--- src/rtl/change_req_gen.sv ---
// Button-driven change-request initiator: synchronize/debounce, pulse N, await a one-hot light change.
// Optional request counter enabled by defining REQ_CNT_EN; otherwise req_cnt is tied to zero.
module change_req_gen #(
  parameter int unsigned UCY     = 1000,
  parameter int unsigned DEB     = 20,
  parameter int unsigned HOLDOFF = 3,
  parameter int unsigned TIMEOUT = 5
) (
  input  logic       clk,
  input  logic       rst,
  input  logic       btn,
  input  logic       J,
  input  logic       P,
  input  logic       C,
  output logic       N,
  output logic       busy,
  output logic       err,
  output logic [7:0] req_cnt
);

  typedef enum logic [2:0] {
    S_IDLE,
    S_DEBOUNCE,
    S_REQ,
    S_WAIT_ACK,
    S_HOLDOFF
  } state_t;

  state_t      r_state;
  state_t      w_next;
  logic        r_sync1;
  logic        r_btn_s;
  logic        r_armed;
  logic [7:0]  r_deb_cnt;
  logic [11:0] r_tick;
  logic [3:0]  r_sec;
  logic [2:0]  r_snap;
  logic        r_n;
  logic        r_err;
  logic [2:0]  w_lights;
  logic        w_onehot;
  logic        w_ack;
  logic        w_tick_wrap;
  logic        w_timeout;
  logic        w_hold_done;

  assign w_lights    = {J, P, C};
  assign w_onehot    = (w_lights == 3'b100) || (w_lights == 3'b010) || (w_lights == 3'b001);
  assign w_ack       = w_onehot && (w_lights != r_snap);
  assign w_tick_wrap = (r_tick == 12'(UCY - 1));
  assign w_timeout   = w_tick_wrap && (r_sec == 4'(TIMEOUT - 1));
  assign w_hold_done = w_tick_wrap && (r_sec == 4'(HOLDOFF - 1));

  always_comb begin
    w_next = r_state;
    case (r_state)
      S_IDLE:     if (r_btn_s && r_armed) w_next = S_DEBOUNCE;
      S_DEBOUNCE: begin
        if (!r_btn_s)                      w_next = S_IDLE;
        else if (r_deb_cnt == 8'(DEB))     w_next = S_REQ;
      end
      S_REQ:      w_next = S_WAIT_ACK;
      S_WAIT_ACK: if (w_ack || w_timeout) w_next = S_HOLDOFF;
      S_HOLDOFF:  if (w_hold_done)        w_next = S_IDLE;
      default:    w_next = S_IDLE;
    endcase
  end

  always_ff @(posedge clk or negedge rst) begin
    if (!rst) begin
      r_state <= S_IDLE;
      r_sync1 <= 1'b0;
      r_btn_s <= 1'b0;
      r_armed <= 1'b1;
      r_deb_cnt <= '0;
      r_tick  <= '0;
      r_sec   <= '0;
      r_snap  <= '0;
      r_n     <= 1'b0;
      r_err   <= 1'b0;
    end else begin
      r_state <= w_next;
      r_sync1 <= btn;
      r_btn_s <= r_sync1;
      if (!r_btn_s)
        r_armed <= 1'b1;
      else if (r_state == S_DEBOUNCE && w_next == S_REQ)
        r_armed <= 1'b0;
      // Reloading 1 every IDLE cycle is equivalent to loading it on DEBOUNCE entry.
      if (r_state == S_IDLE)
        r_deb_cnt <= 8'd1;
      else if (r_state == S_DEBOUNCE)
        r_deb_cnt <= r_deb_cnt + 8'd1;
      r_n <= (w_next == S_REQ);
      if (r_state == S_REQ)
        r_snap <= w_lights;
      // Tick/second counters are shared: ack timeout in WAIT_ACK, hold-off in HOLDOFF.
      if (r_state == S_REQ || (r_state == S_WAIT_ACK && w_next == S_HOLDOFF)) begin
        r_tick <= '0;
        r_sec  <= '0;
      end else if (r_state == S_WAIT_ACK || r_state == S_HOLDOFF) begin
        if (w_tick_wrap) begin
          r_tick <= '0;
          r_sec  <= r_sec + 4'd1;
        end else begin
          r_tick <= r_tick + 12'd1;
        end
      end
      if (r_state == S_WAIT_ACK && w_timeout && !w_ack)
        r_err <= 1'b1;
    end
  end

`ifdef REQ_CNT_EN
  logic [7:0] r_req_cnt;

  always_ff @(posedge clk or negedge rst) begin
    if (!rst)
      r_req_cnt <= '0;
    else if (r_state == S_WAIT_ACK && w_ack && r_req_cnt != 8'hFF)
      r_req_cnt <= r_req_cnt + 8'd1;
  end

  assign req_cnt = r_req_cnt;
`else
  assign req_cnt = '0;
`endif

  assign N    = r_n;
  assign err  = r_err;
  assign busy = (r_state == S_REQ) || (r_state == S_WAIT_ACK) || (r_state == S_HOLDOFF);

endmodule

--- config.mk ---
export PLATFORM = sky130hd
export DESIGN_NAME = change_req_gen
export DESIGN_NICKNAME = d
export VERILOG_FILES = /design/src/rtl/change_req_gen.sv
export SDC_FILE = /design/constraint.sdc
export NUM_CORES = 1
export LEC_CHECK = 0
export ABC_CLOCK_PERIOD_IN_PS = 2000
export CAP_MARGIN = 15
export CORE_AREA = 2 2 61 63
export CTS_BUF_LIST = sky130_fd_sc_hd__clkbuf_8 sky130_fd_sc_hd__clkbuf_16
export CTS_CLUSTER_DIAMETER = 50
export DETAILED_ROUTE_END_ITERATION = 8
export DIE_AREA = 0 0 63 65
export PLACE_DENSITY = 0.82
export SYNTH_ARGS = -nofsm -noshare
export SYNTH_HDL_FRONTEND = slang
export SYNTH_SLANG_ARGS = --single-unit
--- constraint.sdc ---
create_clock -name clk -period 2 [get_ports clk]
set_input_delay 0.2 -clock clk [delete_from_list [all_inputs] [get_ports clk]]
set_output_delay 0.2 -clock clk [all_outputs]
set_load 0.02 [all_outputs]
==> results.txt <==
The async set-or-reset flop fraction in the synthesized netlist was 1.000; the maximum number of buffers from clock root to sink was 2. After clock tree synthesis, the flow added hold-fix buffers numbering 0. The number of failing setup endpoints in the final timing report was 0; the length of the first detailed-routing pass in iterations was 4. Counting buffers and inverters, the worst setup path is 5 cells deep.

In the final routed layout, each cell accounts on average for 13.06 µm. Post-synthesis xor/xnor area fraction: 0.06430. Slowest cell on the critical path: sky130_fd_sc_hd__or4_4. The basic-gate share of the synthesized area counting and, or, nand and nor cells is 0.2434, and the global-route met3 utilization is 0.06250. After clock tree synthesis, the clock-pin slew on the worst setup and hold paths is 70 ps. Final critical path time including I/O delays and setup: 1826 ps. Clock tree synthesis found a total of 35 sinks. The worst register-to-register path has a depth of 5.

For the number of core rows, the log shows 22. The run gives 0.3231 as the met2 track demand over resource in global routing. The final-report max-slew violation count is 0.

The tools report the number of nets in the finished design as 231. The tools report the initial core utilization as 0.5455. The worst-case vdd ir drop was 0.0005083 V. The compound-cell area share of the yosys netlist came out at 0.1102. The cell area that synthesis handed to floorplanning was 0.001907 mm².

TritonCTS built the clock tree. The floorplan step defined a die boundary enclosing 0.004095 mm². The run gives 1396 as the number of global-route vias before repair. The commonest non-fill, non-tap cell in the layout was sky130_fd_sc_hd__dfrtp_1. The number of antenna violations at the first check in global routing is 0. The vias per cell was 5.317. After technology mapping, the gate count stands at 197. The cell sitting at the root of the clock tree is a sky130_fd_sc_hd__clkbuf_8. Detailed placement finished with a half-perimeter wire length of 2546 µm. In the final timing run, aggregate negative setup slack is 0 ps. For the worst setup path, the data arrival time is 1990 ps. Among all flip-flop cells after synthesis, the most frequent one is sky130_fd_sc_hd__dfrtp_1.

By area, the combinational part of the netlist is dominated by simple AND/OR/NAND/NOR gates. The relative contribution of combinational cells to total power came out at 0.234. The run finished with clean final reports.

In this run the tool buffered the top-level ports with 8 buffer cells. For the clock share of power, the log shows 0.264. The kind of capture point of the worst setup path is a flip-flop. The type of the tightest min-delay check is in -> async. Vertical die dimension: 65 µm.

In this run the worst path has a maximum fanout of 4. The x dimension of the die is 63 µm, and the final weighted congestion of routability-driven global placement is 0.8526. The cell family contributing the most delay on the critical path is simple AND/OR/NAND/NOR gates.

The worst setup path is launched from a flip-flop. The final number of hold-violating endpoints is 0, and the remaining routing DRC violations is 0. The total internal power is 1241 µW, and the number of antenna diodes is 0. The mux contribution to synthesized area is 0.02297.

Count of pins on the block boundary: 17. The part of the cycle the worst path needs is 0.9130, and the core box area is 0.003496 mm². The number of H-tree levels is 2, and the clock latency of the later-clocked register in the worst-skew pair is 280 ps. The adder-cell area share of the yosys netlist was 0.03937; the top achievable clock speed was 0.5476 GHz.

The area growth from synthesis to layout came out at 14.17%. The mean area per synthesized cell is 9.679 µm², and the number of CTS-inserted buffers is 5. The run gives 0.0009556 µW as the leakage power.

The proportion of layout cells with a drive suffix above 1 works out to 0.1364. Areal power density over the cells: 842.1 mW/mm². After synthesis the netlist holds a flip-flop and latch count of 35. The top cell types in the final layout, fill and taps aside, are sky130_fd_sc_hd__dfrtp_1 (33), sky130_fd_sc_hd__nor2_1 (22), sky130_fd_sc_hd__nand3_1 (16). After synthesis, the netlist uses 50 different library cells. The tools report the worst clock skew as 9.417 ps. After filler insertion, the fill cell instance count of the layout stands at 298. The sequential cell area fraction in the yosys report came out at 0.4600. The routed layout has 1425 vias.

The met1 track demand over resource came out at 0.2613. The first global-routing pass estimated 6327 µm of wire. The share of the core filled with cells in the final layout was 0.6228; the net switching power was 592.5 µW. Layer with the highest usage: met2. The logs give 0.2001 for the global routing usage summed across all routing layers and 0.501 for the sequential fraction of design power. The biggest cell delay along the critical path is 540 ps. The number of flops mapped to enable cells by yosys is 0, and the maximum number of pins on one net before global-route repair is 36. STA puts the critical path data required time at 2170 ps. The final layout contains routed wiring with a total length of 3499 µm.

The number of antenna-violating nets in the routed design was 0; the switching portion of total power was 0.3232. The run gives 0 as the number of max-capacitance violations reported. The worst setup path category is reg -> reg. The critical path goes through or4_4, nor3_1, nand2_1, a31oi_1, nor2_1.

During synthesis, Yosys emitted a total of 0 warnings. The first routing iteration left 99 violations. The number of buffers and inverters on the critical path is 0. After global routing the overflow that remains totals 0. Setup repair after global routing left no endpoint under its margin.
## path summary, 6_finish.rpt
check	slack (ps)	to	from
setup / recovery	170	r_sec[2]$_DFFE_PN0P_	r_tick[4]$_DFFE_PN0P_
hold / removal	310	r_snap[1]$_DFFE_PN0P_	rst
setup reg to reg	170	r_sec[2]$_DFFE_PN0P_	r_tick[4]$_DFFE_PN0P_
hold reg to reg	350	r_btn_s$_DFF_PN0_	r_sync1$_DFF_PN0_
max in group asynchronous	1340	r_armed$_DFFE_PN1P_	rst
min in group clk	350	r_sync1$_DFF_PN0_	btn
## power groups by stage
stage	logic (µW)	registers, µW	clock network, µW
finish	430	919	484
global route	487	939	538
CTS	432	917	506
detailed placement	429	927	0
global placement	426	921	0
floorplan	302	915	0
## logic make-up (layout without fill, tap and decap cells)
group | after synthesis | after routing
simple gates | 85 | 85
flops | 35 | 35
compound gates | 31 | 31
buf+inv | 21 | 37
xor+xnor | 14 | 14
fa+ha+maj | 6 | 6
mux | 4 | 4
other cells | 1 | 8
## worst reg2reg max path, stage by stage, from the launching register on
cell and delay (ps):
sky130_fd_sc_hd__dfrtp_1 410, sky130_fd_sc_hd__or4_4 540, sky130_fd_sc_hd__nor3_1 220, sky130_fd_sc_hd__nand2_1 160, sky130_fd_sc_hd__a31oi_1 300, sky130_fd_sc_hd__nor2_1 90
## cell usage after synthesis (2+ instances only)
master                     instances  area (µm²)
sky130_fd_sc_hd__a21oi_1           7       35.03
sky130_fd_sc_hd__nand4_1           2       12.51
sky130_fd_sc_hd__clkbuf_1          2       7.510
sky130_fd_sc_hd__nor2_1           22       82.58
sky130_fd_sc_hd__dfrtp_1          34       850.8
sky130_fd_sc_hd__a22o_1            2       17.52
sky130_fd_sc_hd__xnor2_1          10       87.58
sky130_fd_sc_hd__mux2_1            3       33.78
sky130_fd_sc_hd__nor3_2            2       20.02
sky130_fd_sc_hd__nand2b_1          2       12.51
sky130_fd_sc_hd__a31oi_1           2       12.51
sky130_fd_sc_hd__buf_4             8       60.06
sky130_fd_sc_hd__nand2_1          14       52.55
sky130_fd_sc_hd__nor3_1            8       40.04
sky130_fd_sc_hd__nor3b_1           2       15.01
sky130_fd_sc_hd__o21ai_1           7       35.03
sky130_fd_sc_hd__nand3_1          16       80.08
sky130_fd_sc_hd__inv_1            10       37.54
sky130_fd_sc_hd__xor2_1            4       35.03
sky130_fd_sc_hd__o21ai_0           3       15.01
sky130_fd_sc_hd__nor4_1            3       18.77
sky130_fd_sc_hd__ha_1              6       75.07
## per-layer routing
layer,wire length (µm),part of all wire
met3,110,0.031
met4,0,0
met1,1673,0.48
met5,0,0
met2,1715,0.49
## repair_timing
action,in CTS,in global routing
endpoints found under the setup margin,1,0
resized for setup,4,0
buffers inserted,0,0
## final cells by class
type	count	area, µm²	share of cell area
well taps	48	60.06	0.02759
inverters	10	37.54	0.01724
multi-input cells	148	954.7	0.4385
flip-flops and latches	35	878.3	0.4034
clock buffers	5	68.82	0.03161
clock inverters	3	16.27	0.007471
repair buffers	19	161.4	0.07414
## registers in the layout (all words and copies together) (netlist names)
register	cells
r_btn_s	1
r_deb_cnt	8
N	1
r_armed	1
r_tick	12
r_sync1	1
err	1
r_state	3
r_sec	4
r_snap	3
## stage by stage
step	hold slack, ps	total power, µW	cells	area, µm²	setup slack, ps
floorplan	-95.59	1217	204	1933	211.9
global placement	334.2	1347	260	2083	154.0
detailed placement	334.7	1355	260	2083	78.69
CTS	321.2	1854	268	2177	163.7
global route	347.2	1965	268	2177	50.72
finish	312.5	1833	268	2177	174.0
No activity file was read; power rests on OpenSTA's default activity.
